File: config.mk
export PLATFORM = sky130hd
export DESIGN_NAME = alu_arbiter
export DESIGN_NICKNAME = d
export VERILOG_FILES = /design/src/rtl/alu_arbiter.sv
export SDC_FILE = /design/constraint.sdc
export NUM_CORES = 1
export LEC_CHECK = 0
export CORE_MARGIN = 4
export CORE_UTILIZATION = 38
export CTS_CLUSTER_SIZE = 14
export DETAILED_ROUTE_END_ITERATION = 7
export PLACE_DENSITY = 0.89
export SLEW_MARGIN = 25
export SYNTH_ARGS = -nofsm -noshare
export SYNTH_HDL_FRONTEND = slang
export SYNTH_SLANG_ARGS = --single-unit
File: constraint.sdc
create_clock -name clk -period 2.2 [get_ports clk]
set_clock_uncertainty 0.2 [all_clocks]
set_input_delay 0.44 -clock clk [delete_from_list [all_inputs] [get_ports clk]]
set_output_delay 0.44 -clock clk [all_outputs]
set_load 0.005 [all_outputs]
File: src/rtl/alu_arbiter.sv
// alu_arbiter: round-robin front end for one shared combinational ALU.
// Requests are granted one at a time. Each op passes through IDLE -> EXEC -> RESP,
// and every response carries the index of the requester that issued it.
module alu_arbiter #(
    parameter int NREQ = 2,
    parameter int IDW  = 2
) (
    input  logic                 clk,
    input  logic                 rst_n,
    input  logic [NREQ-1:0]      req_valid_i,
    output logic [NREQ-1:0]      req_ready_o,
    input  logic [NREQ*32-1:0]   req_a_i,
    input  logic [NREQ*32-1:0]   req_b_i,
    input  logic [NREQ*3-1:0]    req_f_i,
    output logic [31:0]          alu_a_o,
    output logic [31:0]          alu_b_o,
    output logic [3:0]           alu_f_o,
    input  logic [31:0]          alu_y_i,
    output logic                 resp_valid_o,
    input  logic                 resp_ready_i,
    output logic [31:0]          resp_y_o,
    output logic [IDW-1:0]       resp_id_o,
    output logic                 resp_err_o
);

    typedef enum logic [1:0] {
        ST_IDLE = 2'd0,
        ST_EXEC = 2'd1,
        ST_RESP = 2'd2
    } state_e;

    localparam logic [2:0] F_ILLEGAL = 3'b011;

    // Function code 3'b011 has no ALU meaning and is reported as an error.
    function automatic logic is_illegal_f(input logic [2:0] f);
        return (f == F_ILLEGAL);
    endfunction

    state_e         state_q, state_d;
    logic [IDW-1:0] rr_ptr_q;
    logic [IDW-1:0] gid_q;
    logic [31:0]    alu_a_q;
    logic [31:0]    alu_b_q;
    logic [2:0]     alu_f_q;
    logic           resp_valid_q;
    logic [31:0]    resp_y_q;
    logic [IDW-1:0] resp_id_q;
    logic           resp_err_q;

    logic           found_s;
    logic [IDW-1:0] gnt_s;

    // Round-robin pick: first valid requester after the one served most recently.
    always_comb begin
        found_s = 1'b0;
        gnt_s   = '0;
        for (int k = 1; k <= NREQ; k++) begin
            if (!found_s && req_valid_i[(int'(rr_ptr_q) + k) % NREQ]) begin
                found_s = 1'b1;
                gnt_s   = IDW'((int'(rr_ptr_q) + k) % NREQ);
            end else begin
                found_s = found_s;
            end
        end
    end

    // Accept strobe is combinational so the requester sees it in the grant cycle itself.
    always_comb begin
        req_ready_o = '0;
        if (state_q == ST_IDLE && found_s) begin
            req_ready_o[gnt_s] = 1'b1;
        end else begin
            req_ready_o = '0;
        end
    end

    // Next-state logic for the single-op-in-flight sequence.
    always_comb begin
        state_d = state_q;
        case (state_q)
            ST_IDLE: begin
                if (found_s) begin
                    state_d = ST_EXEC;
                end else begin
                    state_d = ST_IDLE;
                end
            end
            ST_EXEC: state_d = ST_RESP;
            ST_RESP: begin
                if (resp_ready_i) begin
                    state_d = ST_IDLE;
                end else begin
                    state_d = ST_RESP;
                end
            end
            default: state_d = ST_IDLE;
        endcase
    end

    // State register.
    always_ff @(posedge clk or negedge rst_n) begin
        if (!rst_n) begin
            state_q <= ST_IDLE;
        end else begin
            state_q <= state_d;
        end
    end

    // Operand capture at grant; operands are kept afterwards so the ALU inputs stay quiet.
    always_ff @(posedge clk or negedge rst_n) begin
        if (!rst_n) begin
            alu_a_q  <= 32'd0;
            alu_b_q  <= 32'd0;
            alu_f_q  <= 3'd0;
            gid_q    <= '0;
            rr_ptr_q <= IDW'(NREQ - 1);
        end else if (state_q == ST_IDLE && found_s) begin
            alu_a_q  <= req_a_i[32*int'(gnt_s) +: 32];
            alu_b_q  <= req_b_i[32*int'(gnt_s) +: 32];
            alu_f_q  <= req_f_i[3*int'(gnt_s) +: 3];
            gid_q    <= gnt_s;
            rr_ptr_q <= gnt_s;
        end
    end

    // Response register: loaded from the ALU in EXEC, held until the consumer takes it.
    always_ff @(posedge clk or negedge rst_n) begin
        if (!rst_n) begin
            resp_valid_q <= 1'b0;
            resp_y_q     <= 32'd0;
            resp_id_q    <= '0;
            resp_err_q   <= 1'b0;
        end else if (state_q == ST_EXEC) begin
            resp_valid_q <= 1'b1;
            resp_id_q    <= gid_q;
            resp_err_q   <= is_illegal_f(alu_f_q);
            resp_y_q     <= is_illegal_f(alu_f_q) ? 32'd0 : alu_y_i;
        end else if (state_q == ST_RESP && resp_ready_i) begin
            resp_valid_q <= 1'b0;
        end
    end

    assign alu_a_o      = alu_a_q;
    assign alu_b_o      = alu_b_q;
    assign alu_f_o      = {1'b0, alu_f_q};
    assign resp_valid_o = resp_valid_q;
    assign resp_y_o     = resp_y_q;
    assign resp_id_o    = resp_id_q;
    assign resp_err_o   = resp_err_q;

endmodule
After elaboration in Yosys (flattened, before gate mapping)
Index checks and enable logic that the tools add are counted.

Word-level logic and storage cells: 51. Register bits: 108.

Multipliers: 1. $add $sub $neg: 2. Equality and inequality tests: 3. Bitwise operators: 2. Reduce and logical (&&, ||, !) cells: 7. Multiplexer cells: 19. Order comparisons: 4. Shifts and indexed selects: 3.

Operators by type and width (number): $shiftx 64x8->32 (2); $mux 32 (1); $mux 1 (12); $mux 2 (4); $lt 2x3->1 const B (2); $pmux 2 s3 (1); $shiftx 6x5->3 (1); $logic_and 1x1->1 (4); $mul 2x2->4 const A (1); $eq 3x2->1 const B (1); $add 1x1->1 const B (2); $and 1x1->1 const A (2); $eq 2x1->1 const B (1); $eq 2x2->1 const B (1); $ge 2x1->1 const B (1); $logic_not 2->1 (1); $lt 2x2->1 const B (1); $reduce_bool 2->1 (1); $demux 1 s1 (1); $logic_not 1->1 (1).

Longest topological paths before layout
Gate-level depths: netlist of the first run.

Depth in word-level cells: 14. Mapped depth: 6. Depth with buffers taken out: 3.

Worst setup path after synthesis of the first run
OpenSTA, ideal clock, no wires.

Path type: register -> output. From: reg rr_ptr_q[0]. To: out req_ready_o[0]. Cell stages (with the launch flop): 7. Path buffers: 3. Data required time: 1.560 ns. Arrival: 1.191 ns. Slack: 0.369 ns. Cell sequence: dfstp_2 > nor2b_1 > buf_2 > buf_6 > buf_4 > nand3b_1 > inv_1.

Word-level cells in the longest chain between the ends: 13. Elaborated cells between the ends (all ways): 23.

Ends and longest elaborated chain: from (decl) (line 40) `logic [IDW-1:0] rr_ptr_q;`; from (signal assigned) (line 116) `rr_ptr_q <= IDW'(NREQ - 1);`; from (signal assigned) (line 122) `rr_ptr_q <= gnt_s;`; $add 1x1->1 (line 58, 60); $mux 1 (implied by the code) (3 in a row) (line 58) `if (!found_s && req_valid_i[(int'(rr_ptr_q) + k) % NREQ]) begin`; $mux 1 (line 58); $logic_not 1->1 (line 58); $logic_and 1x1->1 (line 58); $mux 2 (line 58); $ge 2x1->1 (implied by the code) / $lt 2x2->1 (equally long branches) (line 71) `req_ready_o[gnt_s] = 1'b1;`; $logic_and 1x1->1 (implied by the code) (line 71); $mux 1 (implied by the code) (line 71); $demux 1 s1 (line 71); $mux 2 (*) (line 70) `if (state_q == ST_IDLE && found_s) begin`; to (decl) (line 11) `output logic [NREQ-1:0] req_ready_o,`.

Every way passes the cells marked *; elsewhere a longest branch is shown, timed or not. The select of a mux whose other input is x is not followed.

Final worst setup path of the first run
From: reg rr_ptr_q[0]. To: out req_ready_o[1].

The elaborated chain is that of the path after synthesis.

==> impl_metrics.tcl, run 1 <==
set metrics [dict create \
    cts_buffers 9 \
    relSlewSlack 0.486 \
    drive_gt1_frac 0.107 \
    worstSetupStartpointType "register" \
    hold_path_depth 1 \
    io_buffers 274 \
    start_util 0.395 \
    antenna_found_initial 0 \
    r2r-end "alu_a_o[14]$_DFFE_PN0P_" \
    finalSetupTns_ns 0 \
    hold_viol_final 0 \
    leakage_nw 3.33 \
    layout_common_cells "clkdlybuf4s50_1, dfrtp_1, nand2_1, a221o_1, nor3_1" \
    path_max_fanout 3 \
    fp.dieW_um 121 \
    nNetsFinal 837 \
    root_buffer "clkbuf_16" \
    max_freq_mhz 488 \
    rsz0062_at_grt "false" \
    arrival_ns 1.41 \
    fin_util 0.655 \
    grt_max_degree 70 \
    place_inst 822 \
    syn_avg_cell_area_um2 11.7 \
    syn_inst 411 \
    vias_per_cell 5.45 \
    timing.rr.start "state_q[0]$_DFF_PN0_" \
    worstPathCellList "nand2_1 > and3_4 > dlygate4sd2_1" \
    synthDistinctLibCells 25 \
    num_vias 4571 \
    grt_usage 0.220 \
    hp-class "register to register" \
    layout_commonest_cell "clkdlybuf4s50_1" \
    htree_levels 3 \
    r2r_slack_ns 0.18 \
    dp_hpwl_um 12000 \
    insertion_delay_ns 0.33 \
    rows 40 \
    syn_area_um2 4820 \
    grt_pass1_vias 4785 \
    drc_errors 0 \
    clkSinkCount 106 \
    wl_um 16300 \
    holdCritStartpoint "gid_q[0]$_DFFE_PN0P_" \
    ys_seq_elements 106 \
    core-area_um2 12200 \
    clock_path_buffers 2 \
    synth-seq-area-share 0.550 \
    cts_tree "done" \
    critPathRequiredTime_ns 1.56 \
    crit_type "register to primary output" \
    reg2reg_depth 4 \
    finalCritPeriodShare 0.932 \
    setup_ws_ns 0.150 \
    instances_no_fill 839 \
    maxSlewViolCount 0 \
    synth_warnings 0 \
    post-place-ws_ns -0.191 \
    timing.max_cap.violations 0 \
    status "finished clean" \
    fin_crit_ns 2.05 \
    routabilityCongestion 0.832 \
    dieArea_um2 14600 \
    drtIter0Drc 356 \
    wl_per_cell_um 19.4 \
    finalSetupViolCount 0 \
    grt.overflow.total 0 \
    final_antenna_net_count 0 \
    cpPeakStageDelay_ns 0.58 \
    endpoint_kind "primary output" \
    worst_slew_pin_slew_ns 0.771 \
    grt_pass1_wl_um 25500 \
    syn_to_final_growth_pct 65.9 \
    max-vdd-ir-drop_mv 0.617 \
    fp.dieH_um 121 \
    clk_pin_slew_ns 0.07 \
    num_antenna_cells 0 \
    dr.pass1.iters 4 \
    io_pins 277 \
    slowest_stage "dfstp_2" \
    hold_end "gid_q[0]$_DFFE_PN0P_" \
    power_density_nw_per_um2 1300 \
]
sequential cells by signal, summed over array words and instances (netlist names):
name,cells
resp_y_o,32
resp_id_o,1
alu_a_o,32
gid_q,1
resp_err_o,1
alu_b_o,32
rr_ptr_q,1
resp_valid_o,1
state_q,2
alu_f_q,3
what timing repair did:
item | 4_1_cts | 5_1_grt
setup buffers | 0 | 0
setup endpoints to repair | 2 | 0
gates resized for setup | 6 | 0
endpoints found under the hold margin | 10 | 0
hold buffers | 1 | 0
cell usage after synthesis (all sizes together):
master,count,area share
nor2b,1,0.0013
conb,1,0.00078
and3,1,0.0013
nor3,67,0.10
nor2,1,0.00078
a22o,32,0.058
clkbuf,9,0.0070
nand2,69,0.054
a21oi,3,0.0031
dfstp,1,0.0055
a221o,67,0.14
nand3b,1,0.0016
a21o,2,0.0031
mux2,1,0.0023
o21ai,2,0.0021
dfrtp,105,0.55
or2,1,0.0013
buf,39,0.062
inv,5,0.0039
a31oi,1,0.0044
nand2b,2,0.0026
cell type report:
type                    instances  area, µm²
inverters                       5       18.8
repair buffers                291       2940
multi-input cells             253       1850
clock buffers                  10        239
clock inverters                 6       87.6
flip-flops and latches        106       2650
fillers                       930       4210
well taps                     168        210
worst max-delay path: cells and delay by family, from the launching register on:
family	cells	cell delay (ns)
DFF	1	0.58
buffers and inverters	1	0.26
and+or+nand+nor	2	0.23
kinds of logic (layout without fill, tap and decap cells):
kind of cell,after synthesis,in the layout,synth area share
other,1,2,0.000778
buffers and inverters,53,312,0.0732
and+or+nand+nor,143,143,0.163
AOI/OAI and AO/OA,107,107,0.210
muxes,1,1,0.00234
DFF,106,106,0.550
layer usage:
metal	GRT usage	up-vias	routed length [µm]
li1	-	2048	-
met1	0.262	2256	6320
met2	0.384	237	8250
met3	0.0585	30	1320
met4	0.0786	0	386
met5	0	-	0
report_power, final:
| part | switching, mW | total, mW | internal, mW |
|---|---|---|---|
| logic | 2.08 | 5.12 | 3.04 |
| clock network | 0.719 | 1.75 | 1.03 |
| registers | 0.615 | 3.52 | 2.91 |
stage by stage:
step | hold slack (ns) | instance area [µm²] | total power [mW]
after global placement | 0.0957 | 7650 | 8.52
after floorplan | -0.0556 | 4820 | 5.94
after detailed placement | 0.100 | 7650 | 8.70
after global routing | 0.300 | 8000 | 11.0
after CTS | 0.281 | 8000 | 10.5
final | 0.279 | 8000 | 10.4
how the worst max path moves through the flow:
| stage | end | startpoint | cells after the start |
|---|---|---|---|
| 6_report | req_ready_o[1] | rr_ptr_q[0]$_DFFE_PN1P_ | 3 |
| 4_1_cts | alu_f_o[0] | alu_f_q[0]$_DFFE_PN0P_ | 1 |
| 3_3_place_gp | req_ready_o[0] | req_valid_i[1] | 5 |
| 5_1_grt | req_ready_o[1] | rr_ptr_q[0]$_DFFE_PN1P_ | 3 |
| 2_1_floorplan | req_ready_o[0] | rr_ptr_q[0]$_DFFE_PN1P_ | 6 |
| 3_5_place_dp | req_ready_o[0] | req_valid_i[1] | 5 |
No activity file was read; power rests on OpenSTA's default activity.
==> run 2: changes to the inputs <==
- PLACE_DENSITY: 0.89 -> unset
- PLACE_DENSITY_LB_ADDON: unset -> 0.3
==> impl_metrics.tcl, run 2 (synthesis results as in run 1) <==
set metrics [dict create \
    num_vias 4581 \
    start_util 0.395 \
    rows 40 \
    worstPathCellList "clkdlybuf4s50_1 > nor2b_4 > nand3b_1 > inv_1 > dlygate4sd2_1" \
    io_buffers 274 \
    wl_um 16700 \
    holdWs_ns 0.290 \
    vias_per_cell 5.41 \
    grt_pass1_wl_um 26100 \
    cts_tree "done" \
    clk_pin_slew_ns 0.07 \
    slowest_stage "clkdlybuf4s50_1" \
    core-area_um2 12200 \
    io_pins 277 \
    status "finished clean" \
    final_antenna_net_count 0 \
    grt_pass1_vias 4901 \
    layout_commonest_cell "clkdlybuf4s50_1" \
    antenna_found_initial 1 \
    wirelength_met1_um 6450 \
    leakage_nw 3.34 \
    rsz0062_at_grt "false" \
    drive_gt1_frac 0.115 \
    place_inst 826 \
    dr_wl_met2_um 8640 \
    relSlewSlack 0.567 \
    critPathRequiredTime_ns 1.56 \
    hold_viol_final 0 \
    dr.pass1.iters 5 \
    root_buffer "clkbuf_16" \
    layout_common_cells "clkdlybuf4s50_1, dfrtp_1, nand2_1, a221o_1, nor3_1" \
    clkSinkCount 106 \
    dieArea_um2 14600 \
    drc_errors 0 \
    arrival_ns 1.46 \
    max_freq_mhz 476 \
    syn_to_final_growth_pct 65.9 \
    grt_usage 0.224 \
    timing.max_cap.violations 0 \
    cp_top_family "buffers and inverters" \
    insertion_delay_ns 0.34 \
    max-vdd-ir-drop_mv 0.535 \
    finalCritPeriodShare 0.955 \
    fin_crit_ns 2.10 \
    wl_per_cell_um 19.8 \
    dp_hpwl_um 12400 \
    fillers 991 \
    grt_max_degree 60 \
    finalSetupViolCount 0 \
    dr_wl_met3_um 1210 \
    crit_type "input port to primary output" \
    clock_path_buffers 2 \
    htree_levels 3 \
    routabilityCongestion 0.809 \
    worst_slew_pin_slew_ns 0.649 \
    endpoint_kind "primary output" \
    path_max_fanout 3 \
    cpPeakStageDelay_ns 0.49 \
    drtIter0Drc 285 \
    top_layer "met4" \
    fp.dieH_um 121 \
    cts_buffers 9 \
    instances_no_fill 847 \
    fin_area_um2 8000 \
    fp.dieW_um 121 \
    worstSetupStartpointType "input port" \
    place_area_um2 7660 \
    grt.overflow.total 0 \
    hp-class "register to register" \
    nNetsFinal 844 \
    maxSlewViolCount 0 \
    worstPathBufferInverterCount 3 \
    power_density_nw_per_um2 1300 \
]
## run 2: changes by cell type in the layout (fill, tap and decap cells not counted), moves of 2 or more
cell	delta
buf_12	-2
buf_4	+9
clkinv_4	+2
clkinv_2	-2
## run 2: worst register-to-register path: cells and delay by family, from the launching register on
kind / cells / cell delay (ns)
compound gates: 1 / 0.38
buf+inv: 2 / 0.38
flops: 1 / 0.58
simple gates: 2 / 0.27
## run 2: per-stage QoR
step / power [mW] / setup WS (ns) / utilization / TNS [ns]
CTS: 10.5 / 0.0888 / 0.655 / 0
global route: 11.0 / 0.0157 / 0.655 / 0
detailed placement: 8.72 / -0.151 / 0.627 / -3.16
floorplan: 5.94 / 0.369 / - / 0
global placement: 8.57 / -0.148 / 0.627 / -1.79
finish: 10.4 / 0.0981 / 0.655 / 0
## run 2: repair_timing
item	4_1_cts	5_1_grt
buffers inserted	3	0
hold endpoints to repair	25	0
hold buffers	1	0
gates resized for setup	2	0
setup endpoints to repair	2	0
## run 2: report_power, final
group	internal, mW	total, mW	switching [mW]
Combinational	3.07	5.21	2.15
Clock	0.903	1.66	0.755
Sequential	2.91	3.50	0.590
Total	6.88	10.4	3.49
## run 2: final timing paths
check / from / end / slack [ns] / cells past startpoint
setup / recovery: req_valid_i[1] / req_ready_o[0] / 0.1 / 5
hold reg to reg: gid_q[0]$_DFFE_PN0P_ / gid_q[0]$_DFFE_PN0P_ / 0.29 / 1
min in group asynchronous: rst_n / resp_y_o[13]$_DFFE_PN0P_ / 0.36 / 2
hold / removal: gid_q[0]$_DFFE_PN0P_ / gid_q[0]$_DFFE_PN0P_ / 0.29 / 1
setup reg to reg: rr_ptr_q[0]$_DFFE_PN1P_ / alu_a_o[8]$_DFFE_PN0P_ / 0.28 / 5
max in group asynchronous: rst_n / resp_y_o[3]$_DFFE_PN0P_ / 0.74 / 3
## run 2: final cells by class
type                            count  area [µm²]  share of cell area
Tap cell                          168         210              0.0263
Clock inverter                      7        83.8              0.0105
Clock buffer                        9         225              0.0282
Antenna cell                        1        2.50            0.000313
Sequential cell                   106        2650               0.332
Multi-Input combinational cell    253        1840               0.230
Timing Repair Buffer              298        2970               0.371
Inverter                            5        18.8             0.00235
## run 2: layer usage
layer	vias to the layer above	global-route usage
li1	2069	-
met1	2252	0.268
met2	230	0.394
met3	30	0.0500
met4	0	0.0850
met5	-	0
